==> src/rtl/c1_4_load_sequencer.sv <==
// c1_4_load_sequencer: forces a preset into the T-flip-flop counter, then enables it for N steps.
// Ports: clk/reset_n (async active-low); cmd_valid/cmd_ready handshake with cmd_preset,
// cmd_reverse, cmd_steps; abort cancels; enable/reverse/load[0:5] drive the counter;
// busy is high outside IDLE; done pulses one cycle at completion.
module c1_4_load_sequencer #(
  parameter int LOAD_CYCLES = 1,
  parameter int STEP_W = 4
) (
  input  logic              clk,
  input  logic              reset_n,
  input  logic              cmd_valid,
  output logic              cmd_ready,
  input  logic [2:0]        cmd_preset,
  input  logic              cmd_reverse,
  input  logic [STEP_W-1:0] cmd_steps,
  input  logic              abort,
  output logic              enable,
  output logic              reverse,
  output logic [0:5]        load,
  output logic              busy,
  output logic              done
);
  typedef enum logic [2:0] {IDLE, LOAD, SETTLE, RUN, DONE} state_t;
  state_t state, nxt;
  logic armed, hs;
  logic [2:0] preset_q, src;
  logic [STEP_W-1:0] steps_q, scnt;
  logic [3:0] lcnt;
  // armed keeps cmd_ready low until the first edge after reset release
  assign cmd_ready = armed && state == IDLE;
  assign hs = cmd_valid && cmd_ready;
  // the load vector is registered at the accepting edge, so use the incoming preset there
  assign src = hs ? cmd_preset : preset_q;
  always_comb begin
    nxt = state;
    case (state)
      IDLE:    nxt = hs ? LOAD : IDLE;
      LOAD:    nxt = lcnt == 4'(LOAD_CYCLES - 1) ? SETTLE : LOAD;
      SETTLE:  nxt = steps_q == '0 ? DONE : RUN;
      RUN:     nxt = scnt == STEP_W'(1) ? DONE : RUN;
      DONE:    nxt = IDLE;
      default: nxt = IDLE;
    endcase
    if (state != IDLE && abort) nxt = IDLE;
  end
  always_ff @(posedge clk or negedge reset_n) begin
    if (!reset_n) begin
      state    <= IDLE;
      armed    <= 1'b0;
      preset_q <= '0;
      steps_q  <= '0;
      scnt     <= '0;
      lcnt     <= '0;
      enable   <= 1'b0;
      reverse  <= 1'b0;
      load     <= '0;
      busy     <= 1'b0;
      done     <= 1'b0;
    end else begin
      state <= nxt;
      armed <= 1'b1;
      if (hs) begin
        preset_q <= cmd_preset;
        steps_q  <= cmd_steps;
        reverse  <= cmd_reverse;
      end
      lcnt   <= (state == LOAD && nxt == LOAD) ? lcnt + 4'd1 : 4'd0;
      scnt   <= state == SETTLE ? steps_q : state == RUN ? scnt - STEP_W'(1) : scnt;
      enable <= nxt == RUN;
      // set and reset of each bit are complementary, so a pair is never both high
      load   <= nxt == LOAD ? {src[0], ~src[0], src[1], ~src[1], src[2], ~src[2]} : 6'b0;
      busy   <= nxt != IDLE;
      done   <= nxt == DONE;
    end
  end
endmodule

==> config.mk <==
export PLATFORM = sky130hd
export DESIGN_NAME = c1_4_load_sequencer
export DESIGN_NICKNAME = d
export VERILOG_FILES = /design/src/rtl/c1_4_load_sequencer.sv
export SDC_FILE = /design/constraint.sdc
export NUM_CORES = 1
export LEC_CHECK = 0
export CAP_MARGIN = 30
export CORE_MARGIN = 5
export CORE_UTILIZATION = 55
export DETAILED_ROUTE_END_ITERATION = 12
export PLACE_DENSITY = 0.83
export REMOVE_ABC_BUFFERS = 1
export SLEW_MARGIN = 0
export SYNTH_ARGS = -nofsm -noshare
export SYNTH_HDL_FRONTEND = slang
export SYNTH_SLANG_ARGS = --single-unit
==> constraint.sdc <==
create_clock -name clk -period 3.12 [get_ports clk]
set_input_delay 0.312 -clock clk [delete_from_list [all_inputs] [get_ports clk]]
set_output_delay 0.312 -clock clk [all_outputs]
set_load 0.005 [all_outputs]
==> results of run 1 <==
==> worst min-delay path by stage <==
stage | from | end | slack, ns | cells past startpoint
final | reset_n | scnt[1] | 0.36 | 2
after global routing | reset_n | scnt[1] | 0.37 | 2
after CTS | reset_n | scnt[0] | 0.37 | 2
after detailed placement | reverse | reverse | 0.48 | 1
after global placement | reverse | reverse | 0.47 | 1
after floorplan | reset_n | armed | 0.02 | 0
==> power by group <==
group          leakage, nW  total, mW  switching [mW]  internal (mW)
combinational        0.276      0.503           0.237          0.267
sequential           0.369      0.616           0.108          0.509
clock               0.0320      0.210           0.124         0.0857
==> cell type report <==
class / instances / area (sq um) / share of cell area (%)
flip-flops and latches: 29 / 726 / 45.3
well taps: 28 / 35.0 / 2.19
multi-input cells: 73 / 546 / 34.1
inverters: 4 / 15.0 / 0.938
repair buffers: 23 / 228 / 14.2
clock inverters: 2 / 10.0 / 0.625
clock buffers: 6 / 41.3 / 2.58
==> logic make-up (layout without fill, tap and decap cells) <==
kind of cell	count (synthesis)	in the layout	synth area share, %
xor gates and xnor gates	2	2	1.35
DFF	29	29	55.7
muxes	9	9	7.68
adders and majority gates	4	4	3.84
and+or+nand+nor	39	39	19.6
buffers and inverters	7	35	2.40
AOI/OAI and AO/OA	18	18	9.13
other	1	1	0.288
==> metal layers <==
layer / vias to the layer above / share of wire (%)
met5: - / 0
met4: 0 / 1.3
met3: 4 / 7.9
met2: 29 / 49
met1: 434 / 42
li1: 440 / -
==> Yosys cell counts <==
master	number	share of area (%)
sky130_fd_sc_hd__a31oi_1	1	0.48
sky130_fd_sc_hd__nor4b_4	1	1.8
sky130_fd_sc_hd__o211ai_1	1	0.58
sky130_fd_sc_hd__nand3b_1	2	1.2
sky130_fd_sc_hd__or3b_1	2	1.3
sky130_fd_sc_hd__nor3_1	4	1.5
sky130_fd_sc_hd__nand2b_1	4	1.9
sky130_fd_sc_hd__nor2_1	7	2.0
sky130_fd_sc_hd__nand3_1	3	1.2
sky130_fd_sc_hd__nand2_2	1	0.48
sky130_fd_sc_hd__mux2i_1	1	0.77
sky130_fd_sc_hd__mux2_2	3	2.6
sky130_fd_sc_hd__nor3b_1	3	1.7
sky130_fd_sc_hd__buf_2	1	0.38
sky130_fd_sc_hd__nor4_1	1	0.48
sky130_fd_sc_hd__o21ai_0	6	2.3
sky130_fd_sc_hd__o2bb2ai_2	1	1.2
sky130_fd_sc_hd__xnor2_1	1	0.67
sky130_fd_sc_hd__o22ai_2	1	0.96
sky130_fd_sc_hd__ha_1	4	3.8
sky130_fd_sc_hd__clkbuf_1	1	0.29
sky130_fd_sc_hd__xor2_1	1	0.67
sky130_fd_sc_hd__nor4bb_1	1	0.77
sky130_fd_sc_hd__nor4_2	1	0.96
sky130_fd_sc_hd__o21ai_1	1	0.38
sky130_fd_sc_hd__nand2_1	2	0.58
sky130_fd_sc_hd__mux2_1	5	4.3
sky130_fd_sc_hd__a21oi_1	5	1.9
sky130_fd_sc_hd__o21ai_2	1	0.67
sky130_fd_sc_hd__inv_1	4	1.2
sky130_fd_sc_hd__dfrtp_1	29	56
sky130_fd_sc_hd__buf_4	1	0.58
sky130_fd_sc_hd__nor2b_1	6	2.9
sky130_fd_sc_hd__nor3_2	1	0.77
sky130_fd_sc_hd__conb_1	1	0.29
sky130_fd_sc_hd__a2111oi_0	1	0.67
==> worst max-delay path: stages (launching register included) <==
cell and delay [ns]:
sky130_fd_sc_hd__dfrtp_1 0.60, sky130_fd_sc_hd__nor4b_4 0.42, sky130_fd_sc_hd__clkdlybuf4s50_1 0.57
==> layout by cell type, fill, tap and decap left out, types with 3 or more instances in the layout <==
master                            instances
sky130_fd_sc_hd__dfrtp_1                 29
sky130_fd_sc_hd__clkdlybuf4s50_1         22
sky130_fd_sc_hd__nor2_1                   7
sky130_fd_sc_hd__o21ai_0                  6
sky130_fd_sc_hd__nor2b_1                  6
sky130_fd_sc_hd__a21oi_1                  5
sky130_fd_sc_hd__mux2_1                   5
sky130_fd_sc_hd__clkbuf_4                 5
sky130_fd_sc_hd__inv_1                    4
sky130_fd_sc_hd__nand2b_1                 4
sky130_fd_sc_hd__nor3_1                   4
sky130_fd_sc_hd__ha_1                     4
sky130_fd_sc_hd__nor3b_1                  3
sky130_fd_sc_hd__mux2_2                   3
sky130_fd_sc_hd__nand3_1                  3
==> stage by stage <==
stage / utilization [%] / cells / hold WS (ns) / setup WS, ns / cell area [sq um]
2_1_floorplan: - / 106 / 0.0164 / 1.46 / 1290
3_5_place_dp: 69.4 / 157 / 0.481 / 1.25 / 1550
5_1_grt: 71.7 / 165 / 0.372 / 0.806 / 1600
4_1_cts: 71.7 / 165 / 0.371 / 0.888 / 1600
3_3_place_gp: 69.4 / 157 / 0.474 / 1.28 / 1550
6_report: 71.7 / 165 / 0.358 / 0.907 / 1600
==> state kept, by name, indices dropped and copies added, names as in the netlist <==
| signal | count |
|---|---|
| load | 6 |
| lcnt | 4 |
| scnt | 4 |
| steps_q | 4 |
| preset_q | 3 |
| state | 3 |
| armed | 1 |
| busy | 1 |
| done | 1 |
| enable | 1 |
| reverse | 1 |
==> metrics.md, run 1 <==
| Metric | Value |
|---|---|
| Status | `complete, no violations` |
| Category of the critical setup timing path | `reg2out` |
| Largest buffer count on any clock path | `2` |
| Reg-to-reg setup timing slack | `1.26 ns` |
| DR DRC count | `0` |
| Clock buffers created by TritonCTS | `5` |
| Origin of the worst setup path | `state[0]` |
| Port-buffer cells | `22` |
| Routability-driven placement congestion ratio | `0.833` |
| Clk sinks | `29` |
| GRT met2 Usage | `24.2%` |
| Number of nets at the end of the flow | `152` |
| Average vias per placed instance | `5.50` |
| Post-synthesis sequential element count | `29` |
| Setup TNS | `0 ns` |
| Filler Cell Count | `173` |
| Total number of vias | `907` |
| Final clock period utilization by the worst path | `70.9%` |
| Detailed Route WL | `2340 um` |
| Setup repair after global routing missed its margin | `no` |
| End of the worst register-to-register path | `lcnt[2]` |
| Number of endpoints with negative hold slack in the final report | `0` |
| Core outline area | `2230 sq um` |
| Die span in x | `58.7 um` |
| Overall track demand over capacity in global routing | `16.1%` |
| Root buffer cell | `sky130_fd_sc_hd__clkbuf_4` |
| Max Fclk | `452 MHz` |
| Number of cells produced by synthesis | `109` |
| Wire length of the first global-routing pass | `4150 um` |
| Worst hold path type | `in2async` |
| GR peak layer | `met2` |
| Capture point of the critical path | `cmd_ready` |
| Initial standard-cell utilization of the core | `58.3%` |
| Transition time of the tightest slew-check pin | `0.587 ns` |
| Layout cells sized above 1 | `13.1%` |
| Row cnt | `17` |
| Pwr per Cell Area | `831 nW/um^2` |
| Maximum number of pins on one net before global-route repair | `30` |
| Clock latency on the worst-skew pair | `0.31 ns` |
| First-iteration detailed-routing DRC count | `8` |
| First-pass DRT Iterations | `4` |
| Worst slew margin relative to its limit | `60.8%` |
| Met1 usage in global routing | `20.2%` |
| WP data arrival | `1.90 ns` |
| Hold-fix buffers at CTS | `0` |
| Routed Antenna Nets | `0` |
| Overall power of the completed layout | `1.33 mW` |
| Global-route track usage on met3 | `6.80%` |
| Remaining global-route overflow | `0` |
| Routed length per instance | `14.2 um` |
| Setup violation total in the final timing report | `0` |
| Max Fanout on Critical Path | `20` |
| H-tree lvl count | `2` |
| Maximum clock skew at final layout | `0.00630 ns` |
| Syn Std Cell Area | `1300 sq um` |
| Number of cells on the worst reg-to-reg path | `4` |
| Sum of net half-perimeters after detailed placement | `1740 um` |
| Worst vdd rail ir drop | `0.565 mV` |
| Required @ worst endpoint | `2.81 ns` |
| Leak Pwr | `0.677 nW` |
| Clock period minus worst slack | `2.21 ns` |
| Total of max-cap violations | `0` |
| Type of element launching the critical path | `flop` |
| Synth-to-Final Area Change | `22.9%` |
| Distinct cells, synth | `36` |
| # resized after CTS | `0` |
| R2r startpoint | `state[0]` |
| Overall die height | `58.7 um` |
| TritonCTS clock tree | `built` |
| Number of antenna violations at the first check in global routing | `0` |
| Ys Warns | `0` |
| Number of placed I/O pins | `23` |
| Area of the die | `3440 sq um` |
| Post-CTS clock slew at the launch and capture registers of the worst setup and hold paths | `0.09 ns` |
| Syn Area/Cell | `11.9 sq um` |
| Proportion of synthesized chip area in sequential cells | `55.7%` |
| Slew Limit Fails | `0` |
| Post-CTS Repair Setup Buffers | `0` |
| Crit. End Element | `output pin` |
| Number of global-route vias before repair | `906` |
| Inserted Diodes | `0` |
Note: power is estimated with default switching activity, not from simulation.
==> run 2: changes to the inputs <==
Settings changed: CORE_ASPECT_RATIO set to 0.5, CORE_UTILIZATION 55 to 46, PLACE_DENSITY 0.83 to 0.74.
Clock period 3.12 ns to 1.83 ns, I/O delays scaled along.
==> run 2 against run 1 <==
Flip-flop and latch count unchanged. Combinational power up 93%. Highest routed layer unchanged. Cell area up 6.9%. First-iteration DRC count rose to 2.8 times the previous value. Sequential share of layout area down 2.8 points. Setup slack worse by 0.75 ns. Clock power up 140%. Power up 90%. Worst hold slack worse by 0.068 ns.
==> metrics.md, run 2 (synthesis results as in run 1) <==
| Metric | Value |
|---|---|
| Status | `complete, no violations (unchanged)` |
| Number of global-route vias before repair | `897 (was 906)` |
| Clock period minus worst slack | `1.68 ns` |
| Sum of net half-perimeters after detailed placement | `1800 um (was 1740 um)` |
| Number of nets at the end of the flow | `158 (was 152)` |
| Post-route non-filler standard cell count | `179 (was 165)` |
| Final clock period utilization by the worst path | `91.7%` |
| Layout cells sized above 1 | `18.3% (was 13.1%)` |
| Total of max-cap violations | `0 (unchanged)` |
| Setup repair after global routing missed its margin | `no (unchanged)` |
| Utilization after layout | `64.5% (was 71.7%)` |
| Max Fanout on Critical Path | `9 (was 20)` |
| Overall die height | `47.6 um (was 58.7 um)` |
| Max Fclk | `596 MHz` |
| Number of placed I/O pins | `23 (unchanged)` |
| Port-buffer cells | `22 (unchanged)` |
| Leak Pwr | `0.733 nW (was 0.677 nW)` |
| Routed length per instance | `13.9 um (was 14.2 um)` |
| Area of placed instances | `1580 sq um (was 1550 sq um)` |
| Setup TNS | `0 ns (unchanged)` |
| Top reg by flops | `load (unchanged)` |
| Inserted Diodes | `0 (unchanged)` |
| Category of the critical setup timing path | `reg2reg (was reg2out)` |
| Synth-to-Final Area Change | `31.3% (was 22.9%)` |
| Initial standard-cell utilization of the core | `49.1% (was 58.3%)` |
| Number of endpoints with negative hold slack in the final report | `0 (unchanged)` |
| Root buffer cell | `sky130_fd_sc_hd__clkbuf_8 (was sky130_fd_sc_hd__clkbuf_4)` |
| Worst hold path type | `in2async (unchanged)` |
| Clock buffers created by TritonCTS | `5 (unchanged)` |
| Setup violation total in the final timing report | `0 (unchanged)` |
| WP data arrival | `1.83 ns (was 1.90 ns)` |
| Max reg flops | `6 (unchanged)` |
| Largest buffer count on any clock path | `2 (unchanged)` |
| Crit. End Element | `flop (was output pin)` |
| Clock latency on the worst-skew pair | `0.27 ns (was 0.31 ns)` |
| TritonCTS clock tree | `built (unchanged)` |
| Remaining global-route overflow | `0 (unchanged)` |
| DR DRC count | `0 (unchanged)` |
| Post-CTS clock slew at the launch and capture registers of the worst setup and hold paths | `0.06 ns (was 0.09 ns)` |
| Commonest cells after routing, fill and taps aside | `27 x sky130_fd_sc_hd__dfrtp_1, 21 x sky130_fd_sc_hd__clkdlybuf4s50_1, 7 x sky130_fd_sc_hd__nor2_1, 7 x sky130_fd_sc_hd__buf_4 (was 29 x sky130_fd_sc_hd__dfrtp_1, 22 x sky130_fd_sc_hd__clkdlybuf4s50_1, 7 x sky130_fd_sc_hd__nor2_1)` |
| H-tree lvl count | `2 (unchanged)` |
| Hold-fix buffers at CTS | `0 (unchanged)` |
| Post-Layout Inst Area | `1710 sq um (was 1600 sq um)` |
| Wire length of the first global-routing pass | `4180 um (was 4150 um)` |
| Detailed Route WL | `2500 um (was 2340 um)` |
| Overall track demand over capacity in global routing | `14.2% (was 16.1%)` |
| Type of element launching the critical path | `flop (unchanged)` |
| Hold_ws | `0.290 ns (was 0.358 ns)` |
| Routed Antenna Nets | `0 (unchanged)` |
| Most common cell after layout, fill and taps aside | `sky130_fd_sc_hd__dfrtp_1 (unchanged)` |
| Die span in x | `85.3 um (was 58.7 um)` |
| Average vias per placed instance | `5.11 (was 5.50)` |
| Number of antenna violations at the first check in global routing | `0 (unchanged)` |
| Filler Cell Count | `217 (was 173)` |
| Maximum clock skew at final layout | `0.00156 ns (was 0.00630 ns)` |
| Routability-driven placement congestion ratio | `0.771 (was 0.833)` |
| First-pass DRT Iterations | `4 (unchanged)` |
| Clk sinks | `29 (unchanged)` |
| Pwr per Cell Area | `1480 nW/um^2 (was 831 nW/um^2)` |
| Maximum number of pins on one net before global-route repair | `30 (unchanged)` |
| Required @ worst endpoint | `1.98 ns (was 2.81 ns)` |
| Slew Limit Fails | `0 (unchanged)` |
| Area of the die | `4060 sq um (was 3440 sq um)` |
| Number of placed instances, taps included | `169 (was 157)` |
| Total number of vias | `915 (was 907)` |
| Worst vdd rail ir drop | `0.756 mV (was 0.565 mV)` |
| Core outline area | `2650 sq um (was 2230 sq um)` |
| Row cnt | `13 (was 17)` |
| First-iteration detailed-routing DRC count | `22 (was 8)` |
## run 2: cell types whose count changed in the layout (fill, tap and decap cells not counted), sizes merged
cell,change
buf,+6
clkinv,-2
clkbuf,+1
clkdlybuf4s50,-1
dlymetal6s2s,+1
## run 2: final timing paths
| check | start | to | slack (ns) | cells past startpoint |
|---|---|---|---|---|
| worst max-delay path | state[0] | load[0] | 0.15 | 5 |
| worst min-delay path | reset_n | steps_q[0] | 0.29 | 2 |
| worst max register to register | state[0] | load[0] | 0.15 | 5 |
| worst min register to register | preset_q[1] | preset_q[1] | 0.51 | 1 |
| max in group asynchronous | reset_n | state[0] | 1.25 | 2 |
| min in group clk | cmd_reverse | reverse | 0.50 | 2 |
## run 2: layer usage
| metal | track usage (%) | share of wire (%) |
|---|---|---|
| met1 | 17.1 | 46 |
| met4 | 6.62 | 1.6 |
| met5 | 0 | 0 |
| met2 | 23.1 | 48 |
| met3 | 6.01 | 4.4 |
## run 2: final cells by class
| cell class | instances | area, sq um | share of cell area (%) |
|---|---|---|---|
| tap | 37 | 46.3 | 2.71 |
| clock buffer | 7 | 86.3 | 5.05 |
| inverter | 4 | 15.0 | 0.878 |
| multi-input combinational | 73 | 559 | 32.7 |
| timing repair buffer | 29 | 275 | 16.1 |
| sequential | 29 | 728 | 42.6 |
## run 2: worst max-delay path, cell delays in order (launching register included)
cell and delay, ns:
sky130_fd_sc_hd__dfrtp_2 0.48, sky130_fd_sc_hd__nor4b_4 0.30, sky130_fd_sc_hd__buf_4 0.17, sky130_fd_sc_hd__nand2_2 0.14
sky130_fd_sc_hd__mux2_2 0.33, sky130_fd_sc_hd__nor2b_1 0.13
## run 2: what timing repair did
action | 4_1_cts | 5_1_grt
pin swaps | 1 | 1
cloned | 0 | 0
setup buffers | 1 | 2
resized for setup | 1 | 5
setup endpoints to repair | 1 | 10
## run 2: per-stage QoR
step / total power [mW] / setup slack (ns)
2_1_floorplan: 1.56 / 0.175
3_3_place_gp: 1.92 / 0.0625
3_5_place_dp: 1.95 / 0.0461
4_1_cts: 2.50 / 0.0200
5_1_grt: 2.72 / 0.0329
6_report: 2.53 / 0.153
## run 2: power breakdown
part / internal, mW / switching, mW
registers: 0.875 / 0.167
clock network: 0.297 / 0.217
logic: 0.515 / 0.456
total: 1.69 / 0.840
